### src/rtl/imem_loader_pkg.sv
// ---------------------------------------------------------------------------
// imem_loader_pkg
// Shared definitions for the instruction-memory loader: the FSM state
// encoding and the framing constants of the incoming byte stream.
// ---------------------------------------------------------------------------
package imem_loader_pkg;

  typedef enum logic [2:0] {
    S_IDLE = 3'd0,
    S_LEN  = 3'd1,
    S_DATA = 3'd2,
    S_DONE = 3'd3,
    S_ERR  = 3'd4
  } state_t;

  // Header is a 16-bit little-endian word count.
  localparam int LEN_BYTES      = 2;
  localparam int BYTES_PER_WORD = 4;

endpackage

### src/rtl/imem_loader_if.sv
// ---------------------------------------------------------------------------
// imem_loader_if
// Groups the loader's control, byte-stream and memory-write signals.
//   load_req  : single-cycle pulse starting a program load
//   in_valid  : source has a byte on in_data
//   in_data   : stream byte
//   in_ready  : loader accepts a byte (transfer on in_valid && in_ready)
//   wr_en     : one-cycle instruction-memory write strobe
//   wr_addr   : word-aligned byte address of the write
//   wr_data   : instruction word to write
//   cpu_hold  : holds the processor in reset while high
//   done      : last load completed successfully
//   err       : last load was rejected
// slave  = loader side, master = source / memory / system side.
// ---------------------------------------------------------------------------
interface imem_loader_if #(
  parameter int ADDR_W = 12
);
  logic              load_req;
  logic              in_valid;
  logic [7:0]        in_data;
  logic              in_ready;
  logic              wr_en;
  logic [ADDR_W-1:0] wr_addr;
  logic [31:0]       wr_data;
  logic              cpu_hold;
  logic              done;
  logic              err;

  modport slave (
    input  load_req, in_valid, in_data,
    output in_ready, wr_en, wr_addr, wr_data, cpu_hold, done, err
  );

  modport master (
    output load_req, in_valid, in_data,
    input  in_ready, wr_en, wr_addr, wr_data, cpu_hold, done, err
  );
endinterface

### src/rtl/imem_loader.sv
// ---------------------------------------------------------------------------
// imem_loader
// Receives a program as a byte stream (2-byte little-endian word count,
// then little-endian 32-bit words) and writes it into instruction memory
// starting at address 0, holding the processor in reset until the load
// completes.
//   clk  : sole clock, rising edge
//   rst  : asynchronous active-high reset
//   bus  : imem_loader_if.slave (stream in, memory write out, status)
//
// state  | meaning
// -------+-----------------------------------------------------------
// IDLE   | after reset, waiting for load_req, cpu held
// LEN    | accepting the 2 header bytes (word count N)
// DATA   | accepting N words, one write strobe per assembled word
// DONE   | load good, cpu released, waiting for a new load_req
// ERR    | header rejected (N==0 or N>MEM_WORDS), cpu held
// ---------------------------------------------------------------------------
module imem_loader
  import imem_loader_pkg::*;
#(
  parameter int MEM_WORDS = 1024,
  parameter int ADDR_W    = 12
) (
  input logic          clk,
  input logic          rst,
  imem_loader_if.slave bus
);

  // Must reach MEM_WORDS itself without wrapping.
  localparam int WCNT_W = $clog2(MEM_WORDS + 1);

  state_t            r_state;
  logic [1:0]        r_byte_cnt;
  logic [WCNT_W-1:0] r_word_cnt;
  logic [15:0]       r_len;
  logic [23:0]       r_shift;     // first three bytes of the word in flight
  logic              r_in_ready;
  logic              r_wr_en;
  logic [ADDR_W-1:0] r_wr_addr;
  logic [31:0]       r_wr_data;
  logic              r_cpu_hold;
  logic              r_done;
  logic              r_err;

  logic              w_accept;
  logic [31:0]       w_word;
  logic [15:0]       w_len;
  logic              w_len_bad;
  logic              w_last_word;

  assign w_accept    = bus.in_valid && r_in_ready;
  // Current byte completes the word / header combinationally so the write
  // can be registered on the accepting edge (one-cycle latency).
  assign w_word      = {bus.in_data, r_shift};
  assign w_len       = {bus.in_data, r_len[7:0]};
  assign w_len_bad   = (w_len == 16'd0) || (32'(w_len) > 32'(MEM_WORDS));
  assign w_last_word = ((32'(r_word_cnt) + 32'd1) == 32'(r_len));

  always_ff @(posedge clk or posedge rst) begin
    if (rst) begin
      r_state    <= S_IDLE;
      r_byte_cnt <= '0;
      r_word_cnt <= '0;
      r_len      <= '0;
      r_shift    <= '0;
      r_in_ready <= 1'b0;
      r_wr_en    <= 1'b0;
      r_wr_addr  <= '0;
      r_wr_data  <= '0;
      r_cpu_hold <= 1'b1;
      r_done     <= 1'b0;
      r_err      <= 1'b0;
    end else begin
      r_wr_en <= 1'b0;
      case (r_state)
        S_IDLE, S_DONE, S_ERR: begin
          if (bus.load_req) begin
            r_state    <= S_LEN;
            r_in_ready <= 1'b1;
            r_byte_cnt <= '0;
            r_word_cnt <= '0;
            r_len      <= '0;
            r_cpu_hold <= 1'b1;
            r_done     <= 1'b0;
            r_err      <= 1'b0;
          end
        end

        S_LEN: begin
          if (w_accept) begin
            if (r_byte_cnt == 2'(LEN_BYTES - 1)) begin
              r_byte_cnt <= '0;
              r_len      <= w_len;
              if (w_len_bad) begin
                r_state    <= S_ERR;
                r_in_ready <= 1'b0;
                r_err      <= 1'b1;
              end else begin
                r_state <= S_DATA;
              end
            end else begin
              r_len[7:0] <= bus.in_data;
              r_byte_cnt <= r_byte_cnt + 2'd1;
            end
          end
        end

        S_DATA: begin
          if (w_accept) begin
            r_shift <= {bus.in_data, r_shift[23:8]};
            if (r_byte_cnt == 2'(BYTES_PER_WORD - 1)) begin
              r_byte_cnt <= '0;
              r_wr_en    <= 1'b1;
              r_wr_addr  <= ADDR_W'({r_word_cnt, 2'b00});
              r_wr_data  <= w_word;
              r_word_cnt <= r_word_cnt + WCNT_W'(1);
              // Final strobe lands in the first DONE cycle.
              if (w_last_word) begin
                r_state    <= S_DONE;
                r_in_ready <= 1'b0;
                r_done     <= 1'b1;
                r_cpu_hold <= 1'b0;
              end
            end else begin
              r_byte_cnt <= r_byte_cnt + 2'd1;
            end
          end
        end

        default: begin
          r_state    <= S_IDLE;
          r_in_ready <= 1'b0;
          r_cpu_hold <= 1'b1;
          r_done     <= 1'b0;
          r_err      <= 1'b0;
        end
      endcase
    end
  end

  assign bus.in_ready = r_in_ready;
  assign bus.wr_en    = r_wr_en;
  assign bus.wr_addr  = r_wr_addr;
  assign bus.wr_data  = r_wr_data;
  assign bus.cpu_hold = r_cpu_hold;
  assign bus.done     = r_done;
  assign bus.err      = r_err;

endmodule
### src/flat_wrapper.sv
// flat-port wrapper written by rule: the top's interface ports become plain ports
module imem_loader_flat import imem_loader_pkg::*;
#(
  parameter int MEM_WORDS = 1024,
  parameter int ADDR_W    = 12
)
  (clk, rst, bus_load_req, bus_in_valid, bus_in_data, bus_in_ready, bus_wr_en, bus_wr_addr, bus_wr_data, bus_cpu_hold, bus_done, bus_err);
  imem_loader_if #(.ADDR_W(ADDR_W)) bus_i ();
  input logic clk;
  input logic rst;
  input wire logic [$bits(bus_i.load_req)-1:0] bus_load_req;
  input wire logic [$bits(bus_i.in_valid)-1:0] bus_in_valid;
  input wire logic [$bits(bus_i.in_data)-1:0] bus_in_data;
  output wire logic [$bits(bus_i.in_ready)-1:0] bus_in_ready;
  output wire logic [$bits(bus_i.wr_en)-1:0] bus_wr_en;
  output wire logic [$bits(bus_i.wr_addr)-1:0] bus_wr_addr;
  output wire logic [$bits(bus_i.wr_data)-1:0] bus_wr_data;
  output wire logic [$bits(bus_i.cpu_hold)-1:0] bus_cpu_hold;
  output wire logic [$bits(bus_i.done)-1:0] bus_done;
  output wire logic [$bits(bus_i.err)-1:0] bus_err;
  assign bus_i.load_req = bus_load_req;
  assign bus_i.in_valid = bus_in_valid;
  assign bus_i.in_data = bus_in_data;
  assign bus_in_ready = bus_i.in_ready;
  assign bus_wr_en = bus_i.wr_en;
  assign bus_wr_addr = bus_i.wr_addr;
  assign bus_wr_data = bus_i.wr_data;
  assign bus_cpu_hold = bus_i.cpu_hold;
  assign bus_done = bus_i.done;
  assign bus_err = bus_i.err;
  imem_loader #(.MEM_WORDS(MEM_WORDS), .ADDR_W(ADDR_W)) u_core (.clk(clk), .rst(rst), .bus(bus_i));
endmodule
### config.mk
export PLATFORM = sky130hd
export DESIGN_NAME = imem_loader_flat
export DESIGN_NICKNAME = d
export VERILOG_FILES = /design/src/rtl/imem_loader_pkg.sv /design/src/rtl/imem_loader_if.sv /design/src/rtl/imem_loader.sv /design/src/flat_wrapper.sv
export SDC_FILE = /design/constraint.sdc
export NUM_CORES = 1
export LEC_CHECK = 0
export BUFFER_PORTS_ARGS = -buffer_cell sky130_fd_sc_hd__buf_2
export CORE_MARGIN = 1
export CORE_UTILIZATION = 25
export CTS_BUF_LIST = sky130_fd_sc_hd__clkbuf_8
export DETAILED_ROUTE_END_ITERATION = 12
export GPL_TIMING_DRIVEN = 0
export PLACE_DENSITY = 0.51
export SYNTH_ARGS = -nofsm -noshare
export SYNTH_HDL_FRONTEND = slang
export SYNTH_SLANG_ARGS = --single-unit
### constraint.sdc
create_clock -name clk -period 5.3 [get_ports clk]
set_clock_uncertainty 0.05 [all_clocks]
set_input_delay 0.265 -clock clk [delete_from_list [all_inputs] [get_ports clk]]
set_output_delay 0.265 -clock clk [all_outputs]
set_load 0.005 [all_outputs]
==> summary.md, run 1 <==
| Metric | Value |
|---|---|
| Status | completed |
| PD cells | 340.8 nW/µm² |
| Grt ovf | 0 |
| Die span in x | 139.7 µm |
| Synthesis-to-layout area growth | 17.33% |
| Worst hold slack | 88.44 ps |
| Setup Fix Bufs, Post-CTS | 0 |
| CP Max Fanout | 10 |
| Relative slew slack | 54.21% |
| Min-delay worst type | in -> reg |
| Synthesis-stage register bit count | 103 |
| Reg clk slew, reported paths | 100 ps |
| Worst-Margin Slew | 685.4 ps |
| Largest net degree at the start of global routing | 75 |
| Critical path class | reg -> reg |
| Worst-Skew Late Latency | 380 ps |
| Root Driver | clkbuf_8 |
| Nets@finish | 565 |
| Worst Path Required | 5560 ps |
| Crit path launch type | flip-flop |
| Final period utilization | 54.92% |
| Seq/Total Area, Yosys | 54.37% |
| Clock tree sinks | 103 |
| Diode count | 0 |
| R2R depth | 8 |
| Number of global-route vias before repair | 3620 |
| Min Tclk post-route | 2911 ps |
| # IOs | 61 |
| Async SR Flop Fraction | 100.0% |
| Mapped Cells | 478 |
| Worst hold start | bus_in_data[4] |
| Final WL | 11.34 mm |
| Max_cap viols | 0 |
| Total number of vias | 3563 |
| Hpwl dp | 8.210 mm |
| Placed cell areas | 5355 µm² |
| CP delay by family, top | buffers and inverters |
| Final hold violations | 0 |
| Leak Pwr | 0.002838 µW |
| Final RePlAce weighted congestion | 0.7903 |
| Slowest cell on crit path | nor3b_1 |
| Hold Path Cell Cnt | 3 |
| Rows | 50 |
| Post-Syn Area | 4743 µm² |
| Overall Global Routing Usage | 12.53% |
| Reg-to-Reg End | u_core.bus.wr_addr[7] |
| CTS Buffer Depth | 2 |
| DRC | 0 |
| Hold Crit Endpoint | u_core.bus.wr_data[28] |
| Port bufs | 57 |
| Final Instance Area | 5565 µm² |
| Syn Area/Cell | 9.923 µm² |
| Via-to-Cell Ratio | 4.522 |
| Die Area | 19530 µm² |
| Post-synth top area share | 53.81% |
| Dominant cell type by area after synthesis | dfrtp_1 |
| Initial DRC count | 211 |
| Post-route ant nets | 0 |
| Die height | 139.7 µm |
| R2R setup slack | 2390 ps |
| Routed wire per std cell | 14.39 µm |
| CTS tree | yes |
| EDFF count, synth | 0 |
| Cells along the critical path | clkbuf_1 > nor3b_1 > nand3_1 > inv_1 > clkbuf_1 > buf_1 > nand2_1 > nand2_1 |
| Dominant synthesized flop cell | dfrtp_1 |
| Crit. End Element | flip-flop |
| Synth warnings | 0 |
| Top cells by area, synth | dfrtp_1 (54%), nand2_1 (12%), mux2_2 (9.5%) |
| RSZ-0062 raised after global routing | no |
| Fmax | 0.3435 GHz |
| Commonest non-fill, non-tap cell in the layout | nand2_1 |
| Starting density of the core | 25.44% |
| CP arrival | 3170 ps |
| DRT Pass-1 Iters | 4 |
| CTS H-Tree Depth | 3 |
| Commonest cells after routing, fill and taps aside | nand2_1 (146), dfrtp_1 (102), buf_2 (60) |
| VDD IR max | 0.1186 mV |
| Share of cells above drive strength 1 | 23.29% |
| Initial antenna violation count | 0 |
| CTS buffer count | 9 |
| Synth cell types | 52 |
| Global-route wire length before repair | 19.18 mm |
| R2R Path Start | u_core.r_state[0] |
| Max incr delay on CP | 620 ps |
| Buffers & Inverters on Critical Path | 4 |
| Slew Limit Fails | 0 |
| Final setup violating endpoints | 0 |
| Setup_tns | 0 ps |
| Core ar. | 18640 µm² |
-- layer usage --
layer / GRT usage (%) / vias up / part of all wire (%)
li1: - / 1734 / -
met1: 17.13 / 1753 / 49
met2: 19.45 / 69 / 45
met3: 3.028 / 7 / 4.5
met4: 3.933 / 0 / 0.92
met5: 0 / - / 0
-- synthesized netlist by cell type, types with 2 or more instances --
| cell type | instances |
|---|---|
| buf_4 | 3 |
| nand2_1 | 146 |
| a31oi_1 | 2 |
| mux2_2 | 40 |
| xnor2_1 | 9 |
| nand2b_1 | 6 |
| xor2_1 | 6 |
| nand3b_1 | 2 |
| o31ai_1 | 3 |
| nand4_1 | 3 |
| or3_1 | 2 |
| a221oi_1 | 2 |
| nor2b_1 | 3 |
| and2_1 | 11 |
| buf_6 | 2 |
| buf_2 | 3 |
| nor3_1 | 8 |
| o21ai_0 | 25 |
| buf_1 | 3 |
| ha_1 | 4 |
| inv_1 | 8 |
| nor2_1 | 20 |
| nor4_1 | 4 |
| dfrtp_1 | 102 |
| a21oi_1 | 8 |
| nand3_1 | 8 |
| nor3b_1 | 3 |
| a41oi_1 | 2 |
| clkbuf_1 | 17 |
-- how the worst max path moves through the flow --
stage / start / endpoint / slack, ps / depth (start not counted)
floorplan: rst / u_core.bus.done / 2280 / 1
global placement: rst / u_core.bus.wr_en / 1070 / 2
detailed placement: u_core.r_state[0] / u_core.bus.wr_addr[7] / 2410 / 8
CTS: u_core.r_state[0] / u_core.bus.wr_addr[7] / 2370 / 8
global route: u_core.r_state[0] / u_core.bus.wr_addr[7] / 2110 / 8
finish: u_core.r_state[0] / u_core.bus.wr_addr[7] / 2390 / 8
-- flip-flops by register name (all words and copies together) (netlist names) --
name                 cells
u_core.bus.wr_addr      10
u_core.bus.wr_en         1
u_core.r_word_cnt       11
u_core.bus.cpu_hold      1
u_core.bus.done          1
u_core.r_state           3
u_core.r_byte_cnt        2
u_core.r_shift          24
u_core.bus.wr_data      32
u_core.bus.err           1
u_core.r_len            16
u_core.bus.in_ready      1
-- what timing repair did --
item,CTS,global route
gates resized for setup,0,0
endpoints found under the hold margin,28,0
hold buffers,1,0
-- logic make-up (layout without fill, tap and decap cells) --
| family | Yosys count | in the layout | share of synthesized area [%] |
|---|---|---|---|
| compound gates | 55 | 55 | 7.228 |
| other cells | 1 | 2 | 0.07906 |
| xor+xnor | 15 | 15 | 2.770 |
| simple gates | 222 | 222 | 21.02 |
| mux | 41 | 41 | 9.707 |
| flops | 103 | 103 | 54.37 |
| buf+inv | 37 | 112 | 3.772 |
| fa+ha+maj | 4 | 4 | 1.055 |
-- power breakdown --
part	leakage [µW]	switching, µW	internal [µW]	total [µW]
Sequential	0.00141	70.5	870	940
Combinational	0.00133	241	220	461
Clock	0.0000957	299	196	495
-- worst register-to-register path, stage by stage (launching register included) --
cell and delay [ps]:
dfrtp_1 370, clkbuf_1 180, nor3b_1 620, nand3_1 320, inv_1 150, clkbuf_1 460, buf_1 500, nand2_1 120
nand2_1 80
-- through the flow --
step / utilization [%] / std cells / power (µW) / worst slack, ps
detailed placement: 28.72 / 771 / 1421 / 2415
finish: 29.85 / 788 / 1897 / 2389
global placement: 28.56 / 770 / 1403 / 1067
CTS: 29.85 / 788 / 1930 / 2371
global route: 29.85 / 788 / 2024 / 2110
floorplan: - / 479 / 1299 / 2283
-- layout make-up --
type / instances / area (µm²)
plain buffers: 29 / 148.9
clock buffers: 10 / 137.6
clock inverters: 6 / 62.56
fillers: 1963 / 13080
inverters: 8 / 32.53
multi-input cells: 339 / 1989
flip-flops and latches: 103 / 2579
well taps: 234 / 292.8
repair buffers: 59 / 322.8
(Power assumes the default switching activity.)
==> run 2, diff against run 1 <==
clock period = 2.9 ns   (was 5.3 ns; I/O delays follow)
==> run 2 against run 1 <==
Against the previous run:
- critical path depth decreased by 1
- sequential share of layout area decreased by 0.72 points
- wire length increased by 0.63%
- non-clock buffer count up 8
- first-iteration DRC count grew 9.0%
- die area is the same
- critical path type unchanged
- worst setup slack worse by 2200 ps
- count of clock-buffer cells in the layout unchanged
- utilization rose by 0.47 points
- largest power group unchanged
- hold slack better by 130 ps
- flip-flop and latch count is the same
- highest routed layer unchanged
- global-route usage is essentially flat
==> summary.md, run 2 (synthesis results as in run 1) <==
| Metric | Value |
|---|---|
| Status | completed |
| Setup Fix Bufs, Post-CTS | 0 |
| Area of the multi-input gates | 1997 µm² |
| Worst-Skew Late Latency | 380 ps |
| Fmax | 0.3656 GHz |
| CP Max Fanout | 5 |
| Total power | 3484 µW |
| Final setup violating endpoints | 0 |
| Placed cell areas | 5355 µm² |
| Share of cells above drive strength 1 | 23.31% |
| Nets@finish | 573 |
| Number of global-route vias before repair | 3654 |
| DRC | 0 |
| VDD IR max | 0.2168 mV |
| Synthesis-to-layout area growth | 19.18% |
| Final RePlAce weighted congestion | 0.7903 |
| Slew Limit Fails | 0 |
| Die Area | 19530 µm² |
| Fillers | 1953 |
| Initial DRC count | 230 |
| Final hold violations | 0 |
| CTS buffer count | 9 |
| Sequential Area | 2579 µm² |
| Diode count | 0 |
| Fin util | 30.32% |
| Worst Path Required | 3130 ps |
| Rows | 50 |
| Core ar. | 18640 µm² |
| RSZ-0062 raised after global routing | no |
| Post-route ant nets | 0 |
| CTS Buffer Depth | 2 |
| Min Tclk post-route | 2735 ps |
| CTS H-Tree Depth | 3 |
| Starting density of the core | 25.44% |
| Largest net degree at the start of global routing | 75 |
| Min-delay worst type | in -> reg |
| Clock tree sinks | 103 |
| CTS tree | yes |
| PD cells | 616.3 nW/µm² |
| Final setup margin | 164.6 ps |
| Via-to-Cell Ratio | 4.552 |
| Hpwl dp | 8.210 mm |
| Routed wire per std cell | 14.34 µm |
| Largest register FFs | 32 |
| Global-route wire length before repair | 19.27 mm |
| Setup_tns | 0 ps |
| CP arrival | 2970 ps |
| Critical path class | reg -> reg |
| Port bufs | 57 |
| Crit path launch type | flip-flop |
| Crit. End Element | flip-flop |
| Relative slew slack | 59.33% |
| Overall Global Routing Usage | 12.56% |
| Root Driver | clkbuf_8 |
| # IOs | 61 |
| Final WL | 11.41 mm |
| Final Instance Area | 5653 µm² |
| Grt ovf | 0 |
| Dpl ws | 14.61 ps |
| Leak Pwr | 0.002873 µW |
| Reg clk slew, reported paths | 110 ps |
| Initial antenna violation count | 0 |
| Commonest non-fill, non-tap cell in the layout | nand2_1 |
| Total number of vias | 3623 |
| Die height | 139.7 µm |
| Die span in x | 139.7 µm |
| Final period utilization | 94.32% |
| Max_cap viols | 0 |
| DRT Pass-1 Iters | 5 |
| Worst-Margin Slew | 610.0 ps |
| Commonest cells after routing, fill and taps aside | nand2_1 (146), dfrtp_1 (102), buf_2 (60) |
==> run 2: changes by cell type in the layout (fill, tap and decap cells not counted), sizes merged <==
cell | previous run | this run
dlygate4sd3 | 1 | 9
==> run 2: layout make-up <==
type	count	area share, %
repair buffers	67	7.127
well taps	234	5.179
clock inverters	6	1.107
clock buffers	10	2.435
plain buffers	29	2.634
inverters	8	0.5755
flip-flops and latches	103	45.62
multi-input cells	339	35.33
==> run 2: metrics by stage <==
| stage | hold WS, ps | instances |
|---|---|---|
| final | 220.6 | 796 |
| after global routing | 244.1 | 796 |
| after CTS | 190.2 | 796 |
| after detailed placement | 133.0 | 771 |
| after global placement | 364.4 | 770 |
| after floorplan | 200.4 | 479 |
==> run 2: critical path: stages (launching register included) <==
cell,delay [ps]
dfrtp_1,430
ha_1,240
or4b_1,450
nor3_1,250
nand4_1,150
or3_1,370
or4_4,470
a31o_1,220
==> run 2: repair_timing <==
action,CTS,global route
hold buffers,9,0
endpoints found under the setup margin,9,1
endpoints found under the hold margin,37,0
gates resized for setup,1,1
==> run 2: routing by layer <==
| metal | wire [µm] | up-vias | track usage (%) |
|---|---|---|---|
| met5 | 0 | - | 0 |
| met4 | 125 | 0 | 3.933 |
| met3 | 447 | 10 | 2.891 |
| met2 | 5171 | 84 | 19.66 |
| met1 | 5670 | 1782 | 17.13 |
| li1 | - | 1747 | - |
==> run 2: power breakdown <==
| part | total [µW] | leakage (µW) | switching (µW) | internal (µW) |
|---|---|---|---|---|
| combinational | 852 | 0.00137 | 443 | 409 |
| clock | 911 | 0.0000957 | 553 | 358 |
| sequential | 1720 | 0.00141 | 130 | 1590 |
| total | 3480 | 0.00287 | 1130 | 2360 |
==> run 2: worst paths after layout <==
path | endpoint | cells after the start | from | slack, ps
setup / recovery | u_core.bus.in_ready | 7 | u_core.r_byte_cnt[0] | 160
hold / removal | u_core.bus.done | 4 | bus_load_req | 220
setup reg to reg | u_core.bus.in_ready | 7 | u_core.r_byte_cnt[0] | 160
hold reg to reg | u_core.bus.wr_addr[6] | 2 | u_core.bus.wr_addr[6] | 430
max in group asynchronous | u_core.r_shift[13] | 4 | rst | 1850
min in group asynchronous | u_core.bus.wr_addr[5] | 3 | rst | 270
